**src/rtl/clock_period_monitor.sv**
```systemverilog
`default_nettype none
// ============================================================================
// Module   : clock_period_monitor
// Function : Measures the period of an asynchronous divided clock in system
//            clock cycles, with valid/ack handshake, stall and overrun flags.
// Revision : 1.0
// ============================================================================
module clock_period_monitor #(
    parameter int CNT_W   = 16,
    parameter int TIMEOUT = 1000
) (
    input  logic             Clock,
    input  logic             Reset,
    input  logic             Div_in,
    input  logic             Restart,
    input  logic             Ack,
    output logic [CNT_W-1:0] Period,
    output logic             Valid,
    output logic             Overrun,
    output logic             Stalled,
    output logic             Busy
);

    localparam logic [CNT_W-1:0] c_timeout = CNT_W'(TIMEOUT);
    localparam logic [CNT_W-1:0] c_one     = CNT_W'(1);

    typedef enum logic [0:0] {
        S_IDLE    = 1'b0,
        S_MEASURE = 1'b1
    } state_t;

    state_t             r_state;
    state_t             w_state_next;
    logic               r_s1;
    logic               r_s2;
    logic               r_s3;
    logic               w_rise;
    logic [CNT_W-1:0]   r_cnt;
    logic [CNT_W-1:0]   w_cnt_next;
    logic [CNT_W-1:0]   r_period;
    logic [CNT_W-1:0]   w_period_next;
    logic               r_valid;
    logic               w_valid_next;
    logic               r_overrun;
    logic               w_overrun_next;
    logic               r_stalled;
    logic               w_stalled_next;
    logic               w_complete;

    // Three-stage synchronizer; the third stage only feeds edge detection.
    always_ff @(posedge Clock or posedge Reset) begin
        if (Reset) begin
            r_s1 <= 1'b0;
            r_s2 <= 1'b0;
            r_s3 <= 1'b0;
        end else begin
            r_s1 <= Div_in;
            r_s2 <= r_s1;
            r_s3 <= r_s2;
        end
    end

    assign w_rise = r_s2 & ~r_s3;

    always_ff @(posedge Clock or posedge Reset) begin
        if (Reset) begin
            r_state   <= S_IDLE;
            r_cnt     <= '0;
            r_period  <= '0;
            r_valid   <= 1'b0;
            r_overrun <= 1'b0;
            r_stalled <= 1'b0;
        end else begin
            r_state   <= w_state_next;
            r_cnt     <= w_cnt_next;
            r_period  <= w_period_next;
            r_valid   <= w_valid_next;
            r_overrun <= w_overrun_next;
            r_stalled <= w_stalled_next;
        end
    end

    always_comb begin
        w_state_next   = r_state;
        w_cnt_next     = r_cnt;
        w_period_next  = r_period;
        w_valid_next   = r_valid;
        w_overrun_next = r_overrun;
        w_stalled_next = r_stalled;
        w_complete     = 1'b0;

        if (Restart) begin
            w_state_next   = S_IDLE;
            w_cnt_next     = '0;
            w_valid_next   = 1'b0;
            w_overrun_next = 1'b0;
            w_stalled_next = 1'b0;
        end else begin
            case (r_state)
                S_IDLE: begin
                    if (w_rise) begin
                        w_cnt_next     = c_one;
                        w_stalled_next = 1'b0;
                        w_state_next   = S_MEASURE;
                    end
                end
                S_MEASURE: begin
                    if (w_rise) begin
                        w_complete = 1'b1;
                        w_cnt_next = c_one;
                    end else if (r_cnt == c_timeout) begin
                        // Partial count is dropped; the held result is left alone.
                        w_stalled_next = 1'b1;
                        w_cnt_next     = '0;
                        w_state_next   = S_IDLE;
                    end else begin
                        w_cnt_next = r_cnt + c_one;
                    end
                end
                default: begin
                    w_state_next = S_IDLE;
                end
            endcase

            // An unacknowledged result is kept; the newer one is dropped.
            if (w_complete) begin
                if (!r_valid) begin
                    w_period_next = r_cnt;
                    w_valid_next  = 1'b1;
                end else if (Ack) begin
                    w_period_next = r_cnt;
                end else begin
                    w_overrun_next = 1'b1;
                end
            end else if (Ack) begin
                w_valid_next = 1'b0;
            end
        end
    end

    assign Period  = r_period;
    assign Valid   = r_valid;
    assign Overrun = r_overrun;
    assign Stalled = r_stalled;
    assign Busy    = (r_state == S_MEASURE);

endmodule
`default_nettype wire

```
**config.mk**
```make
export PLATFORM = sky130hd
export DESIGN_NAME = clock_period_monitor
export DESIGN_NICKNAME = d
export VERILOG_FILES = /design/src/rtl/clock_period_monitor.sv
export SDC_FILE = /design/constraint.sdc
export NUM_CORES = 1
export LEC_CHECK = 0
export BUFFER_PORTS_ARGS = -buffer_cell sky130_fd_sc_hd__buf_2
export CAP_MARGIN = 20
export CORE_MARGIN = 5
export CORE_UTILIZATION = 35
export CTS_BUF_LIST = sky130_fd_sc_hd__clkbuf_16
export DETAILED_ROUTE_END_ITERATION = 7
export PLACE_DENSITY = 0.54
export SYNTH_ARGS = -nofsm -noshare
export SYNTH_HDL_FRONTEND = slang
export SYNTH_SLANG_ARGS = --single-unit
```
**constraint.sdc**
```tcl
create_clock -name Clock -period 2.45 [get_ports Clock]
set_input_delay 0.245 -clock Clock [delete_from_list [all_inputs] [get_ports Clock]]
set_output_delay 0.245 -clock Clock [all_outputs]
set_load 0.1 [all_outputs]
```
After elaboration in Yosys (flattened, before gate mapping)
Index checks and enable logic that the tools add are counted.
- bits in registers: 39
- input port bits: 5
- output and inout bits: 20
- logic and storage cells: 52
- $add $sub $neg: 1
- equality and inequality tests: 6
- multiplexer cells: 26
- bitwise gates (word level): 4
- reduce and logical (&&, ||, !) cells: 6
- operators with widths (cell ; count):
    16-bit two-way mux ; 6
    16-bit case mux with 2 select lines ; 1
    1-bit two-way mux ; 17
    16-bit by 1-bit adder with 16-bit output (second input constant) ; 1
    16-bit by 10-bit equality test with 1-bit output (second input constant) ; 1
    3-bit AND reduction ; 3
    3-bit inequality test (second input constant) ; 2
    2-bit inequality test (second input constant) ; 2
    1-bit case mux with 2 select lines ; 2
    2-bit nonzero test ; 2
    3-bit by 2-bit inequality test with 1-bit output (second input constant) ; 1
    1-bit inverter ; 3
    3-bit nonzero test ; 1
    1-bit bitwise AND ; 1

Longest topological paths before layout
Gate-level depths: netlist (run 1).
- depth after elaboration: 7
- mapped depth: 8

Worst setup path after synthesis (run 1)
No wires, ideal clock.
- kind: flip-flop to flip-flop
- start: register r_state, in the netlist Busy
- end: register r_period[15], in the netlist Period[15]
- library setup time: 0.126 ns
- arrival: 2.110 ns
- required time: 2.324 ns
- setup slack: 0.214 ns
- stages on the path, launching flop included: 5
- path buffers: 1
- clock period less this slack: 2.236 ns
- cell sequence: dfrtp_1 -> nor2b_1 -> nand3_1 -> clkbuf_1 -> mux2_2
- cells in the longest elaborated chain, start to end: 3
- ends and longest elaborated chain (element ; RTL line ; RTL):
    start, declared ; 32 ; state_t r_state;
    start signal, assigned ; 74 ; r_state <= w_state_next;
    1-bit two-way mux ; 99 ; case (r_state)
    1-bit two-way mux ; 92 ; if (Restart) begin
    3-bit AND reduction (no source line) ; n/a ;
    end signal, assigned ; 76 ; r_period <= w_period_next;
    end, declared ; 40 ; logic [CNT_W-1:0] r_period;
No other way between the ends. The select of a mux whose other input is x is not followed.
A chain may end at the register's enable or synchronous reset.

Worst setup path in the final report (run 1)
- start: register r_cnt[0]
- end: register r_cnt[10]
- cells in the longest elaborated chain, start to end: 5
- elaborated cells on any way between the ends: 6
- classes of those cells: add/sub: 1; eq/ne: 1; mux: 4
- ends and longest elaborated chain (element ; RTL line ; RTL):
    start, declared ; 38 ; logic [CNT_W-1:0] r_cnt;
    start signal, assigned ; 75 ; r_cnt <= w_cnt_next;
    16-bit by 1-bit adder with 16-bit output or 16-bit by 10-bit equality test with 1-bit output (tied branches) ; 117, 111 ;
    16-bit two-way mux (*) ; 111 ; end else if (r_cnt == c_timeout) begin
    16-bit two-way mux (*) ; 108 ; if (w_rise) begin
    16-bit case mux with 2 select lines (*) ; 99 ;
    16-bit two-way mux (*) ; 92 ;
Mark *: on every way between the ends. The rest lies on a longest branch, timed or not.

==> impl_metrics.tcl, run 1 <==
set metrics [dict create \
    status "completed" \
    yosysWarnings 0 \
    netlist_instances 160 \
    crit_path_end_kind "flip-flop" \
    final-seq-area_um2 976 \
    place_hpwl_um 2510 \
    routabilityCongestion 0.848 \
    grt_max_degree 40 \
    grt_pass1_wl_um 6500 \
    fin_area_mm2 0.00215 \
    multi_input_area_um2 759 \
    num_io_pins 25 \
    hp-class "primary input to asynchronous set/reset pin" \
    path_clk_slew_ns 0.06 \
    min_period_ns 2.22 \
    std_cell_rows 26 \
    grt_usage_pct 12.7 \
    clk_latency_ns 0.28 \
    timing.slew.headroom_pct 47.4 \
    skew_ns 0.00420 \
    port_buffers 24 \
    rr_startpoint "r_cnt[0]$_DFFE_PP0P_" \
    wirelength_um 3690 \
    detail-route-antenna-nets 0 \
    synth_nets 167 \
    grt_pass1_vias 1380 \
    via_per_inst 5.17 \
    fp.dieArea_mm2 0.00668 \
    crit_end "r_cnt[10]$_DFFE_PP0P_" \
    drt-initial-drc-count 116 \
    r2r-end "r_cnt[10]$_DFFE_PP0P_" \
    max_stage_delay_ns 0.49 \
    yosysSeqAreaShare_pct 54.2 \
    synthTopCellsByArea "dfrtp_1 (54%), mux2_2 (8.1%), nand3_1 (3.3%)" \
    cts_sinks 39 \
    cp.arrival_ns 2.37 \
    n_fill_cell 491 \
    wl_per_cell_um 14.3 \
    fmax_mhz 451 \
    critical_path.startpoint "r_cnt[0]$_DFFE_PP0P_" \
    power.leakage_nw 0.997 \
    setup_viol 0 \
    power_mw 1.57 \
    htree_levels 2 \
    postCtsSetupBuffers 0 \
    syn_avg_cell_area_um2 11.3 \
    yosysTopAreaCell "dfrtp_1" \
    max_cap_viol_count 0 \
    core_area_mm2 0.00504 \
    numCtsBuffers 5 \
    power_density_mw_per_mm2 730 \
    postCtsHoldBufs 0 \
    dpl_cell_area_mm2 0.00199 \
    cts_buffer_depth 2 \
    crit_slowest_cell "or4b_1" \
    rsz0062_at_grt "false" \
    antenna_cells 0 \
    drive_gt1_share_pct 28.0 \
    drt_first_pass_iters 4 \
    ys_ff_latch 39 \
    rr_worst_depth 7 \
    die-width_um 81.8 \
    syn2layout_area_growth_pct 19.4 \
    postCtsResizedCells 0 \
    hold_viol_final 0 \
    drc_errors 0 \
    initial_core_util_pct 35.7 \
    ys_types 37 \
    ir_drop_mv 0.443 \
    cp_max_fo 22 \
    mappedNetlistArea_mm2 0.00180 \
    min_period_over_period_pct 90.6 \
    cp-start-kind "flip-flop" \
    via_count 1338 \
    fp.dieH_um 81.8 \
    cts_tree "yes" \
    utilization_pct 42.7 \
    critPathKind "flip-flop to flip-flop" \
    overflow 0 \
    crit_required_ns 2.60 \
    setup_tns_ns 0 \
    path_cells "inv_1, ha_1, or4b_1, nor4_4, nor2_2, a41oi_1, a31oi_1" \
    cts-root-buf "clkbuf_16" \
    final_nets 195 \
    tightestPinTransition_ns 0.788 \
    grt_antenna_before_repair 0 \
    final_cells 259 \
    r2r_setup_slack_ns 0.23 \
    placed_cells 251 \
    synth_top_area_share_pct 54.2 \
    drv_slew 0 \
]
==> worst max-delay path: cells and delay by family (launching register included) <==
kind	cells	cell delay, ns
AND/OR/NAND/NOR	3	1.02
flip-flops	1	0.43
AO/OA/AOI/OAI	2	0.32
adder cells (fa/ha/maj)	1	0.17
buffers and inverters	1	0.15
==> Yosys cell counts <==
| library cell | n |
|---|---|
| dfrtp_1 | 39 |
| nand2_1 | 14 |
| mux2_2 | 13 |
| nand3_1 | 12 |
| a21oi_1 | 8 |
| a31oi_1 | 8 |
| o21ai_0 | 7 |
| nand4_1 | 5 |
| inv_1 | 4 |
| mux2i_1 | 4 |
| nor2_1 | 4 |
| buf_6 | 3 |
| nand2b_1 | 3 |
| nor3_1 | 3 |
| or3_1 | 3 |
| a22o_1 | 2 |
| a41oi_1 | 2 |
| and3_1 | 2 |
| buf_2 | 2 |
| ha_1 | 2 |
| nor2b_1 | 2 |
| o21ai_1 | 2 |
| xnor2_1 | 2 |
| and4_1 | 1 |
| buf_1 | 1 |
| clkbuf_1 | 1 |
| nor2_2 | 1 |
| nor4_2 | 1 |
| nor4_4 | 1 |
| o21a_1 | 1 |
| o21ba_2 | 1 |
| o22ai_1 | 1 |
| o31a_1 | 1 |
| o31ai_1 | 1 |
| or4b_1 | 1 |
| or4b_4 | 1 |
| or4bb_1 | 1 |
==> metrics by stage <==
| stage | setup WS (ns) | hold WS (ns) |
|---|---|---|
| global route | 0.0276 | 0.0636 |
| finish | 0.231 | 0.0612 |
| floorplan | 0.214 | 0.276 |
| detailed placement | 0.257 | 0.340 |
| global placement | 0.353 | 0.338 |
| CTS | 0.225 | 0.0641 |
==> worst min path at each step <==
stage	slack (ns)	endpoint	start
after floorplan	0.28	r_s1$_DFF_PP0_	Div_in
after global placement	0.34	r_s2$_DFF_PP0_	r_s1$_DFF_PP0_
after detailed placement	0.34	r_s2$_DFF_PP0_	r_s1$_DFF_PP0_
after CTS	0.06	r_s1$_DFF_PP0_	Div_in
after global routing	0.06	r_s1$_DFF_PP0_	Div_in
final	0.06	Period[8]$_DFFE_PP0P_	Reset
==> metal layers <==
layer / routed length [µm] / vias to the layer above / part of all wire, % / GRT usage, %
li1: - / 646 / - / -
met1: 1750 / 641 / 47 / 16.4
met2: 1680 / 39 / 45 / 19.1
met3: 162 / 12 / 4.4 / 3.51
met4: 104 / 0 / 2.8 / 7.31
met5: 0 / - / 0 / 0
==> cells in the final DEF (no fill, tap or decap), drive strengths merged, types with 2 or more instances in the layout <==
cell    instances
clkinv          2
a41oi           2
nor2b           2
or4b            2
buf            28
o21ai           9
nand2          14
nor3            3
mux2i           4
a31oi           8
nand4           5
clkbuf          5
nand3          12
dfrtp          39
inv             4
nor2            5
and3            2
or3             3
mux2           13
nand2b          3
a21oi           8
xnor2           2
ha              2
a22o            2
nor4            2
==> sequential cells by signal, summed over array words and instances, names as in the netlist <==
register and cells:
Valid 1, Stalled 1, Busy 1, r_cnt 16
r_s3 1, Period 16, r_s1 1, Overrun 1
r_s2 1
==> logic make-up (layout without fill, tap and decap cells) <==
family / Yosys count / after routing / synth area share, %
and+or+nand+nor: 55 / 55 / 17.8
adders and majority gates: 2 / 2 / 1.39
DFF: 39 / 39 / 54.2
muxes: 17 / 17 / 10.3
buffers and inverters: 11 / 40 / 3.68
AOI/OAI and AO/OA: 34 / 34 / 11.7
xor gates and xnor gates: 2 / 2 / 0.972
==> area by class of cell <==
type,instances,share of cell area [%]
Clock inverter,3,1.80
Sequential cell,39,45.3
Multi-Input combinational cell,110,35.3
Timing Repair Buffer,28,6.98
Inverter,4,0.698
Clock buffer,5,5.81
Tap cell,70,4.07
==> report_power, final <==
part	switching (mW)	internal [mW]	total (mW)	leakage, nW
sequential	0.0179	0.664	0.682	0.534
combinational	0.137	0.0356	0.173	0.382
clock	0.241	0.474	0.716	0.0812
(Power assumes the default switching activity.)
==> run 2: changes to the inputs <==
==> constraint.sdc (replaced) <==
create_clock -name Clock -period 2.75 [get_ports Clock]
set_input_delay 0.275 -clock Clock [delete_from_list [all_inputs] [get_ports Clock]]
set_output_delay 0.275 -clock Clock [all_outputs]
set_load 0.1 [all_outputs]
==> run 2 against run 1 <==
  * Largest cell class unchanged
  * Combinational power fell by 11%
  * Global-route usage grew 0.17 points
  * Sequential power fell by 11%
  * Sequential share of layout area grew 0.59 points
  * Via count is 0.90% lower
  * Clock power decreased by 26%
==> impl_metrics.tcl, run 2 (synthesis gave the netlist of run 1 again) <==
set metrics [dict create \
    status "completed" \
    tightestPinTransition_ns 0.964 \
    final_cell_mix "dfrtp_1 (39), buf_2 (24), nand2_1 (14)" \
    rr_worst_depth 7 \
    cts_sinks 39 \
    wirelength_um 3740 \
    critPathKind "flip-flop to flip-flop" \
    clk_latency_ns 0.28 \
    place_hpwl_um 2650 \
    path_cells "inv_1, ha_1, or4b_1, nor4_4, nor2_2, a41oi_1, a31oi_1" \
    whs_path_depth 1 \
    via_count 1326 \
    fmax_mhz 452 \
    min_period_over_period_pct 80.4 \
    cp.arrival_ns 2.36 \
    via_per_inst 5.12 \
    drive_gt1_share_pct 27.0 \
    fp.dieArea_mm2 0.00668 \
    setup_tns_ns 0 \
    cts_buffer_depth 2 \
    max_stage_delay_ns 0.49 \
    postCtsResizedCells 0 \
    final_nets 195 \
    setup_viol 0 \
    num_io_pins 25 \
    crit_required_ns 2.90 \
    whs_endpoint "r_s1$_DFF_PP0_" \
    wl_per_cell_um 14.4 \
    grt_usage_pct 12.9 \
    drt_first_pass_iters 4 \
    routabilityCongestion 0.822 \
    hp-class "primary input to flip-flop" \
    antenna_cells 0 \
    core_area_mm2 0.00504 \
    die-width_um 81.8 \
    rr_startpoint "r_cnt[0]$_DFFE_PP0P_" \
    ir_drop_mv 0.288 \
    min_period_ns 2.21 \
    grt_max_degree 23 \
    drv_slew 0 \
    port_buffers 24 \
    cp_top_family "simple AND/OR/NAND/NOR gates" \
    cts_tree "yes" \
    n_fill_cell 501 \
    cp-start-kind "flip-flop" \
    timing.slew.headroom_pct 35.2 \
    crit_path_end_kind "flip-flop" \
    std_cell_rows 26 \
    numCtsBuffers 5 \
    final_common_cell "dfrtp_1" \
    htree_levels 2 \
    postCtsHoldBufs 0 \
    cts-root-buf "clkbuf_16" \
    min-delay-start "Div_in" \
    drt-initial-drc-count 111 \
    rsz0062_at_grt "false" \
    grt_antenna_before_repair 0 \
    initial_core_util_pct 35.7 \
    fp.dieH_um 81.8 \
    critPathBufInv 1 \
    path_clk_slew_ns 0.05 \
    hold_viol_final 0 \
    grt_pass1_vias 1354 \
    max_cap_viol_count 0 \
    r2r_setup_slack_ns 0.54 \
    skew_ns 0.00396 \
    utilization_pct 42.1 \
    r2r-end "r_cnt[10]$_DFFE_PP0P_" \
    cp_max_fo 22 \
    crit_slowest_cell "or4b_1" \
    power.leakage_nw 0.986 \
    overflow 0 \
    detail-route-antenna-nets 0 \
    power_density_mw_per_mm2 608 \
    grt_pass1_wl_um 6570 \
    syn2layout_area_growth_pct 17.9 \
    postCtsSetupBuffers 0 \
    drc_errors 0 \
]
==> run 2: cell types whose count changed in the layout (fill, tap and decap cells not counted) <==
cell       change
inv_1          +1
bufinv_16      -1
clkinv_2       -1
clkinv_1       +1
==> run 2: how the worst max path moves through the flow <==
stage,startpoint,to,slack [ns],cells after the start
4_1_cts,r_cnt[0]$_DFFE_PP0P_,r_cnt[10]$_DFFE_PP0P_,0.52,7
3_3_place_gp,r_cnt[0]$_DFFE_PP0P_,r_cnt[10]$_DFFE_PP0P_,0.63,7
2_1_floorplan,Busy$_DFF_PP0_,Period[15]$_DFFE_PP0P_,0.51,4
6_report,r_cnt[0]$_DFFE_PP0P_,r_cnt[10]$_DFFE_PP0P_,0.54,7
5_1_grt,r_cnt[0]$_DFFE_PP0P_,r_cnt[7]$_DFFE_PP0P_,0.37,7
3_5_place_dp,r_cnt[0]$_DFFE_PP0P_,r_cnt[10]$_DFFE_PP0P_,0.56,7
==> run 2: routing by layer <==
layer / share of wire, % / vias up / track usage [%]
li1: - / 646 / -
met1: 46 / 642 / 16.0
met2: 47 / 29 / 20.9
met3: 3.8 / 9 / 3.40
met4: 2.4 / 0 / 6.15
met5: 0 / - / 0
==> run 2: area by class of cell <==
cell class                      count  area (µm²)  area share [%]
Sequential cell                    39         976            45.9
Multi-Input combinational cell    110         759            35.7
Clock buffer                        5         125            5.89
Timing Repair Buffer               28         150            7.07
Clock inverter                      3        11.3           0.530
Tap cell                           70        87.6            4.12
Inverter                            4        15.0           0.707
==> run 2: power by group <==
part           switching (mW)  leakage (nW)  total (mW)  internal [mW]
Combinational           0.123         0.382       0.154         0.0313
Clock                   0.205        0.0701       0.531          0.326
Sequential             0.0160         0.534       0.608          0.592
==> run 2: through the flow <==
stage	setup WS, ns	power (mW)	std cells	hold slack [ns]	area (µm²)
2_1_floorplan	0.514	0.744	160	0.306	1800
3_3_place_gp	0.631	0.771	251	0.339	1990
3_5_place_dp	0.562	0.773	251	0.339	1990
4_1_cts	0.519	1.31	259	0.0994	2120
5_1_grt	0.373	1.36	259	0.0983	2120
6_report	0.539	1.29	259	0.105	2120
==> run 3: changes to the inputs <==
==> constraint.sdc (replaced) <==
create_clock -name Clock -period 2.2 [get_ports Clock]
set_input_delay 0.22 -clock Clock [delete_from_list [all_inputs] [get_ports Clock]]
set_output_delay 0.22 -clock Clock [all_outputs]
set_load 0.1 [all_outputs]
==> run 3 against run 2 <==
  * Design area up 2.6%
  * Die area unchanged
  * Clock skew about the same
  * Maximum frequency up 7.6%
  * Utilization up 1.1 points
  * Critical path depth up 1
  * Cell count up 2.3%
  * Setup slack worse by 0.39 ns
  * Worst hold slack worse by 0.060 ns
==> impl_metrics.tcl, run 3 (synthesis gave the netlist of run 1 again) <==
set metrics [dict create \
    port_buffers 24 \
    core_area_mm2 0.00504 \
    numCtsBuffers 5 \
    initial_core_util_pct 35.7 \
    path_cells "inv_1, ha_1, or4b_4, nor4_4, buf_4, nor3_1, o21ai_0, o21ai_1" \
    overflow 0 \
    cp.arrival_ns 2.21 \
    routabilityCongestion 0.865 \
    clk_latency_ns 0.28 \
    critPathBufInv 2 \
    setup_viol 0 \
    setup_tns_ns 0 \
    cts_buffer_depth 2 \
    crit_slowest_cell "or4b_4" \
    layout_setup_ws_ns 0.146 \
    min_period_over_period_pct 93.4 \
    htree_levels 2 \
    detail-route-antenna-nets 0 \
    placed_cells 256 \
    place_hpwl_um 2600 \
    final_cell_mix "dfrtp_1 (37), buf_2 (24), nand2_1 (14)" \
    r2r_setup_slack_ns 0.15 \
    via_per_inst 5.15 \
    grt_antenna_before_repair 0 \
    grt_max_degree 40 \
    final_cells 265 \
    fmax_mhz 487 \
    std_cell_rows 26 \
    power.leakage_nw 1.01 \
    num_io_pins 25 \
    grt_pass1_vias 1365 \
    grt_usage_pct 12.9 \
    fp.dieArea_mm2 0.00668 \
    final_nets 201 \
    cts_sinks 39 \
    wl_per_cell_um 14.0 \
    cp-start-kind "flip-flop" \
    syn2layout_area_growth_pct 21.0 \
    hold_viol_final 0 \
    die-width_um 81.8 \
    pre_cts_ws_ns 0.0730 \
    cp_top_family "simple AND/OR/NAND/NOR gates" \
    whs_path_depth 1 \
    min-delay-start "Div_in" \
    max_cap_viol_count 0 \
    utilization_pct 43.3 \
    drt_first_pass_iters 4 \
    rr_startpoint "r_cnt[1]$_DFFE_PP0P_" \
    status "completed" \
    grt_pass1_wl_um 6600 \
    r2r-end "r_cnt[8]$_DFFE_PP0P_" \
    skew_ns 0.00391 \
    drive_gt1_share_pct 30.8 \
    tightestPinTransition_ns 0.532 \
    drt-initial-drc-count 155 \
    rsz0062_at_grt "false" \
    via_count 1364 \
    cp_max_fo 7 \
    power_density_mw_per_mm2 748 \
    ir_drop_mv 0.347 \
    final_common_cell "dfrtp_1" \
    max_stage_delay_ns 0.47 \
    timing.slew.headroom_pct 64.4 \
    min_period_ns 2.05 \
    drc_errors 0 \
    whs_endpoint "r_s1$_DFF_PP0_" \
    path_clk_slew_ns 0.06 \
    cts_tree "yes" \
    rr_worst_depth 8 \
    crit_path_end_kind "flip-flop" \
    critPathKind "flip-flop to flip-flop" \
    fp.dieH_um 81.8 \
    wirelength_um 3710 \
    power_mw 1.63 \
    crit_required_ns 2.35 \
    antenna_cells 0 \
    drv_slew 0 \
    cts-root-buf "clkbuf_16" \
    hp-class "primary input to flip-flop" \
]
run 3: how the worst max path moves through the flow:
stage	from	endpoint	slack, ns	cells past startpoint
floorplan	Valid$_DFFE_PP0P_	Period[15]$_DFFE_PP0P_	0.002	4
global placement	r_cnt[1]$_DFFE_PP0P_	r_cnt[10]$_DFFE_PP0P_	0.19	7
detailed placement	r_cnt[1]$_DFFE_PP0P_	r_cnt[10]$_DFFE_PP0P_	0.07	7
CTS	r_cnt[1]$_DFFE_PP0P_	r_cnt[10]$_DFFE_PP0P_	0.06	7
global route	r_cnt[1]$_DFFE_PP0P_	r_cnt[8]$_DFFE_PP0P_	0.01	8
finish	r_cnt[1]$_DFFE_PP0P_	r_cnt[8]$_DFFE_PP0P_	0.15	8
run 3: metal layers:
metal  share of wire, %  global-route usage (%)  wire, µm  vias to the layer above
li1                   -                       -         -                      660
met1                 45                    16.4      1660                      659
met2                 48                    21.2      1780                       40
met3                6.4                    3.62       237                        5
met4                1.0                    3.99        37                        0
met5                  0                       0         0                        -
run 3: cell type report:
class,instances,area [µm²]
clock inverters,3,11.3
flip-flops and latches,39,978
inverters,4,15.0
repair buffers,34,195
well taps,70,87.6
fillers,517,2860
multi-input cells,110,768
clock buffers,5,125
run 3: power breakdown:
part	switching (mW)	leakage, nW	total [mW]	internal [mW]
clock	0.256	0.0701	0.663	0.407
combinational	0.162	0.412	0.215	0.0526
sequential	0.0142	0.531	0.754	0.740
run 3: metrics by stage:
stage	hold WS [ns]	instance area, µm²
after floorplan	0.251	1800
after CTS	0.0393	2160
after global placement	0.332	2030
after global routing	0.0476	2180
final	0.0446	2180
after detailed placement	0.329	2030
run 3: what timing repair did:
action | in CTS | in global routing
hold endpoints to repair | 0 | 0
setup buffers | 0 | 1
hold buffers | 0 | 0
gates resized for setup | 0 | 3
setup endpoints to repair | 0 | 11
